<file path="config.mk">
export PLATFORM = sky130hd
export DESIGN_NAME = instr_fetch_arbiter
export DESIGN_NICKNAME = d
export VERILOG_FILES = /design/src/rtl/instr_fetch_arbiter.sv
export SDC_FILE = /design/constraint.sdc
export NUM_CORES = 1
export LEC_CHECK = 0
export ABC_AREA = 1
export CAP_MARGIN = 10
export CORE_MARGIN = 8
export CORE_UTILIZATION = 44
export DETAILED_ROUTE_END_ITERATION = 8
export PLACE_DENSITY = 0.76
export SYNTH_ARGS = -nofsm -noshare
export SYNTH_HDL_FRONTEND = slang
export SYNTH_SLANG_ARGS = --single-unit
</file>
<file path="constraint.sdc">
create_clock -name clk_i -period 2.2 [get_ports clk_i]
set_input_delay 0.44 -clock clk_i [delete_from_list [all_inputs] [get_ports clk_i]]
set_output_delay 0.44 -clock clk_i [all_outputs]
set_load 0.03 [all_outputs]
</file>
<file path="src/rtl/instr_fetch_arbiter.sv">
// -----------------------------------------------------------------------------
// instr_fetch_arbiter
//
// Shares one byte-wide instruction memory between an instruction fetch port
// and a program-load (byte write) port. Fetches read four consecutive bytes
// and assemble a big-endian 32-bit word; loads write a single byte.
// Conflicting requests in IDLE are resolved round-robin (fetch first after
// reset).
//
// Parameters
//   INSTR_NUM      instruction memory size in bytes
//
// Ports
//   clk_i          clock, all state updates on the rising edge
//   rst_i          synchronous active-high reset
//   fetch_valid_i  fetch request valid
//   fetch_addr_i   fetch byte address (word base)
//   fetch_ready_o  fetch accepted this cycle
//   instr_o        last assembled instruction word (held between responses)
//   instr_valid_o  one-cycle response pulse
//   fetch_err_o    response error flag, qualified by instr_valid_o
//   load_valid_i   load request valid
//   load_addr_i    load byte address
//   load_data_i    load byte data
//   load_ready_o   load accepted this cycle
//   mem_addr_o     shared memory byte address
//   mem_we_o       memory byte write enable
//   mem_wdata_o    memory byte write data
//   mem_rdata_i    memory byte read data (combinational from mem_addr_o)
//
// Configuration
//   FETCH_ALIGN_CHECK_EN  when defined, fetches with addr[1:0] != 0 return an
//                         error response without touching memory.
// -----------------------------------------------------------------------------
module instr_fetch_arbiter #(
    parameter int INSTR_NUM = 1024
) (
    input  logic        clk_i,
    input  logic        rst_i,
    input  logic        fetch_valid_i,
    input  logic [31:0] fetch_addr_i,
    output logic        fetch_ready_o,
    output logic [31:0] instr_o,
    output logic        instr_valid_o,
    output logic        fetch_err_o,
    input  logic        load_valid_i,
    input  logic [31:0] load_addr_i,
    input  logic [7:0]  load_data_i,
    output logic        load_ready_o,
    output logic [31:0] mem_addr_o,
    output logic        mem_we_o,
    output logic [7:0]  mem_wdata_o,
    input  logic [7:0]  mem_rdata_i
);

    localparam logic [1:0] IDLE = 2'd0;
    localparam logic [1:0] RD   = 2'd1;
    localparam logic [1:0] WR   = 2'd2;
    localparam logic [1:0] RESP = 2'd3;

    // Highest legal word base; anything above would read past the end.
    localparam logic [31:0] FETCH_MAX = 32'(INSTR_NUM - 4);
    localparam logic [31:0] LOAD_LIM  = 32'(INSTR_NUM);

    logic [1:0]  state;
    logic [31:0] addr_q;
    logic [7:0]  data_q;
    logic [1:0]  cnt;
    logic [23:0] word;       // first three bytes; the fourth joins on the last RD cycle
    logic [31:0] instr_q;
    logic        err_q;
    logic        we_ok;      // latched load address was in range
    logic        prio_load;  // load wins the next conflict

    logic idle;
    logic grant_fetch;
    logic grant_load;
    logic fetch_bad;

    assign idle = (state == IDLE);

    // Ready is combinational so a valid in IDLE transfers on the same edge;
    // gated by reset so nothing is accepted on a reset edge.
    assign grant_fetch = idle && !rst_i && fetch_valid_i && (!load_valid_i || !prio_load);
    assign grant_load  = idle && !rst_i && load_valid_i  && (!fetch_valid_i || prio_load);

`ifdef FETCH_ALIGN_CHECK_EN
    assign fetch_bad = (fetch_addr_i > FETCH_MAX) || (fetch_addr_i[1:0] != 2'b00);
`else
    assign fetch_bad = (fetch_addr_i > FETCH_MAX);
`endif

    always_ff @(posedge clk_i) begin
        if (rst_i) begin
            state     <= IDLE;
            addr_q    <= '0;
            data_q    <= '0;
            cnt       <= '0;
            word      <= '0;
            instr_q   <= '0;
            err_q     <= 1'b0;
            we_ok     <= 1'b0;
            prio_load <= 1'b0;
        end else begin
            case (state)
                IDLE: begin
                    if (grant_fetch) begin
                        addr_q    <= fetch_addr_i;
                        cnt       <= '0;
                        prio_load <= 1'b1;
                        if (fetch_bad) begin
                            // instr_o changes here so the error response shows 0.
                            err_q   <= 1'b1;
                            instr_q <= '0;
                            state   <= RESP;
                        end else begin
                            err_q   <= 1'b0;
                            state   <= RD;
                        end
                    end else if (grant_load) begin
                        addr_q    <= load_addr_i;
                        data_q    <= load_data_i;
                        we_ok     <= (load_addr_i < LOAD_LIM);
                        prio_load <= 1'b0;
                        state     <= WR;
                    end
                end
                RD: begin
                    word <= {word[15:0], mem_rdata_i};
                    cnt  <= cnt + 2'd1;
                    if (cnt == 2'd3) begin
                        instr_q <= {word, mem_rdata_i};
                        state   <= RESP;
                    end
                end
                WR:      state <= IDLE;
                RESP:    state <= IDLE;
                default: state <= IDLE;
            endcase
        end
    end

    assign fetch_ready_o = grant_fetch;
    assign load_ready_o  = grant_load;
    assign instr_o       = instr_q;
    assign instr_valid_o = (state == RESP);
    assign fetch_err_o   = (state == RESP) && err_q;

    always_comb begin
        mem_addr_o  = '0;
        mem_we_o    = 1'b0;
        mem_wdata_o = '0;
        case (state)
            RD: mem_addr_o = addr_q + {30'd0, cnt};
            WR: begin
                mem_addr_o  = addr_q;
                mem_wdata_o = data_q;
                mem_we_o    = we_ok;
            end
            default: ;
        endcase
    end

endmodule

</file>
==> impl_metrics.csv <==
group,metric,value,unit
status,status,"complete, but fails checks",
status,violations,"setup timing",
grt,grt_usage,0.234,
sta,rsz0062_at_grt,"true",
grt,grt_max_degree,35,
critical_path,crit_fanout,4,
clock_network,tritoncts,"done",
finish,seq_area,2070,sq um
critical_path,r2r_cells,11,
sta,fin_skew,12.2,ps
clock_network,cts_hold_buf,0,
sta,max_freq,358,MHz
flow_run,drv_cap,0,
logic_synthesis,synth_warnings,0,
placed_design,pre_cts_slack,-304,ps
finish,drive_gt1_frac,0.221,
detailed_routing,drc_errors,0,
worst_hold_path,hp-class,"reg -> reg",
finish,final_util,0.701,
power,power.density,964,nW/um^2
clock_network,clkTransAtPathRegs,70,ps
finish,final.fill_count,1094,
finish,final_nets,1266,
critical_path,rr_startpoint,"state[1]",
floorplan,die_y,131,microns
finish,multi_input_area,3660,sq um
logic_synthesis,synthDominantCellAreaShare,0.353,
sta,drv_slew,0,
critical_path,critPathCaptureType,"output pin",
logic_synthesis,synthMuxAreaShare,0,
critical_path,crit_arrival,2360,ps
logic_synthesis,netlist_area,5840,sq um
grt,grt_pass1_vias,6348,
logic_synthesis,synth_top_family_by_area,"simple AND/OR/NAND/NOR gates",
logic_synthesis,yosys.area_share.simple,0.361,
floorplan,design.die.area,17200,sq um
critical_path,critPathRequiredTime,1760,ps
detailed_routing,first_pass_iters,5,
logic_synthesis,synthTopCellsByArea,"dfxtp_1, nand2_1, nor2_1",
grt,grt-ovfl-total,0,
logic_synthesis,synth_seq_cells,103,
floorplan,core,13100,sq um
clock_network,root_buffer,"clkbuf_16",
critical_path,crit_start,"cnt[0]",
critical_path,crit_end,"mem_addr_o[24]",
grt,antenna_found_initial,0,
clock_network,clk_latency,360,ps
sta,holdWs,463,ps
placed_design,finalWeightedCongestion,0.936,
finish,antenna_cells,0,
logic_synthesis,synth_compound_area_frac,0.160,
critical_path,worst-r2r-setup-slack,190,ps
critical_path,r2r-end,"instr_o[2]",
clock_network,clk_path_buf_depth,2,
grt,grt_pass1_wl,33400,microns
logic_synthesis,yosysSeqAreaShare,0.353,
logic_synthesis,avgSynthCellArea,6.07,sq um
floorplan,row_count,42,
floorplan,initial_core_util,0.446,
detailed_routing,ant_nets,0,
clock_network,htree_num_levels,3,
critical_path,critPathLaunchType,"flop",
worst_hold_path,hold_path_startpoint,"data_q[2]",
sta,finalSetupViolations,31,
logic_synthesis,post_synth_num_cell_types,40,
sta,slew_headroom,0.624,
detailed_routing,drt-initial-drc-count,617,
power,p_leak,3.99,nW
sta,hold_viol,0,
clock_network,cts_buffers,9,
sta,fin_ws,-596,ps
logic_synthesis,synth_cells,962,
floorplan,io_pins,161,
detailed_routing,viasPerCell,5.15,
finish,syn2layout_area_growth,57.1,%
critical_path,worstSetupPathType,"reg -> out",
detailed_routing,drt_wl_total,21200,microns
detailed_routing,routedWlPerCell,15.6,microns
floorplan,die_x,131,microns
sta,tightestPinTransition,561,ps
placed_design,port_buffers,160,
clock_network,clock-sinks,103,
logic_synthesis,synth_xor_area_frac,0,
logic_synthesis,syn_nets,1054,
detailed_routing,vias,6975,
logic_synthesis,synth-adder-area-share,0.0184,
sta,fin_crit,2800,ps
placed_design,dp_hpwl,15600,microns
power,peakVddDrop,0.727,mV
logic_synthesis,synth_top_area_cell,"dfxtp_1",
sta,fin_crit_sh,1.27,
-- worst min path at each step --
stage	to	depth (start not counted)
after floorplan	word[0]	2
after global placement	word[23]	2
after detailed placement	word[12]	2
after CTS	word[12]	2
after global routing	word[1]	2
final	data_q[2]	2
-- stage by stage --
stage | instances | TNS (ps) | power (W) | area, sq um
global placement | 1320 | -2540 | 0.00656 | 8190
detailed placement | 1320 | -3180 | 0.00660 | 8190
floorplan | 962 | -563 | 0.00501 | 6020
CTS | 1345 | -11760 | 0.00866 | 8860
global route | 1355 | -14810 | 0.00936 | 9170
finish | 1355 | -11940 | 0.00884 | 9170
-- worst max-delay path: stages, from the launching register on --
cell     delay (ps)
dfxtp_2         350
ha_4            130
inv_2            40
fa_2            330
inv_2            80
nand2_4          60
nor2_4          130
nand2_4          80
inv_2            70
nand2_4          60
nor3_4          210
nand2_1          80
nand2_1          80
nand2_2          60
a21oi_4         110
buf_6           140
-- routing by layer --
layer / routed length [microns] / part of all wire / up-vias / track usage
met3: 1690 / 0.080 / 25 / 0.0564
met4: 316 / 0.015 / 0 / 0.0652
met1: 9390 / 0.44 / 3180 / 0.314
met5: 0 / 0 / - / 0
li1: - / - / 3473 / -
met2: 9760 / 0.46 / 297 / 0.364
-- layout by cell type, fill, tap and decap left out, types with 3 or more instances in the layout --
cell type / netlist / routed
buf_6: 0 / 33
inv_1: 109 / 99
clkbuf_16: 0 / 9
clkdlybuf4s50_1: 0 / 115
nor4_1: 5 / 5
buf_12: 0 / 11
nor2_1: 139 / 128
nand3_2: 1 / 6
inv_2: 2 / 9
a21oi_2: 0 / 17
a211oi_1: 6 / 6
nor3_2: 1 / 3
dfxtp_1: 103 / 97
buf_4: 4 / 88
o21ai_2: 1 / 6
nand2_2: 2 / 15
dfxtp_2: 0 / 5
o21ai_0: 55 / 41
nor3_1: 19 / 16
nor2_2: 2 / 4
nor2_4: 1 / 10
o21ai_1: 7 / 15
a21oi_4: 0 / 10
ha_4: 0 / 4
o221ai_1: 4 / 4
nand2_1: 293 / 275
nand3_1: 40 / 34
nand4_1: 8 / 8
nand2_4: 0 / 5
a21oi_1: 92 / 65
-- cells in the mapped netlist (all sizes together) --
library cell,number
dfxtp,103
nor3,20
a211oi,6
clkinv,1
o21ai,63
a221oi,1
a2bb2oi,1
nand4,8
nand2,295
ha,7
buf,14
clkbuf,35
or2,2
nor4,5
nand3,42
o31ai,1
inv,111
a21boi,1
nand3b,1
o21bai,2
a21oi,92
a311oi,1
nor2,142
o211ai,1
and3,1
nor3b,1
o221ai,4
fa,1
-- flip-flops by register name, indices dropped and copies added (netlist names) --
name	cells
addr_q	32
word	24
prio_load	1
state	2
data_q	8
cnt	2
we_ok	1
instr_o	32
err_q	1
-- area by class of cell --
cell class                      instances  area share
Clock inverter                          7      0.0124
Inverter                              112      0.0468
Clock buffer                            9      0.0246
Multi-Input combinational cell        698       0.399
Tap cell                              176      0.0240
Timing Repair Buffer                  250       0.268
Sequential cell                       103       0.226
-- power by group --
group / internal, W / switching, W / total [W]
logic: 0.00182 / 0.00269 / 0.00451
clock network: 0.00102 / 0.000782 / 0.00181
registers: 0.00225 / 0.000275 / 0.00253
total: 0.00509 / 0.00375 / 0.00884
-- logic make-up after synthesis --
family,count (synthesis)
compound gates,173
fa+ha+maj,8
buf+inv,161
simple gates,517
flops,103
-- what timing repair did --
action | in CTS | in global routing
endpoints found under the setup margin | 33 | 41
endpoints found under the hold margin | 0 | 0
buffers inserted | 8 | 10
resized for setup | 63 | 69
pin swaps | 13 | 28
gates cloned | 1 | 0
No activity file was read; power rests on OpenSTA's default activity.
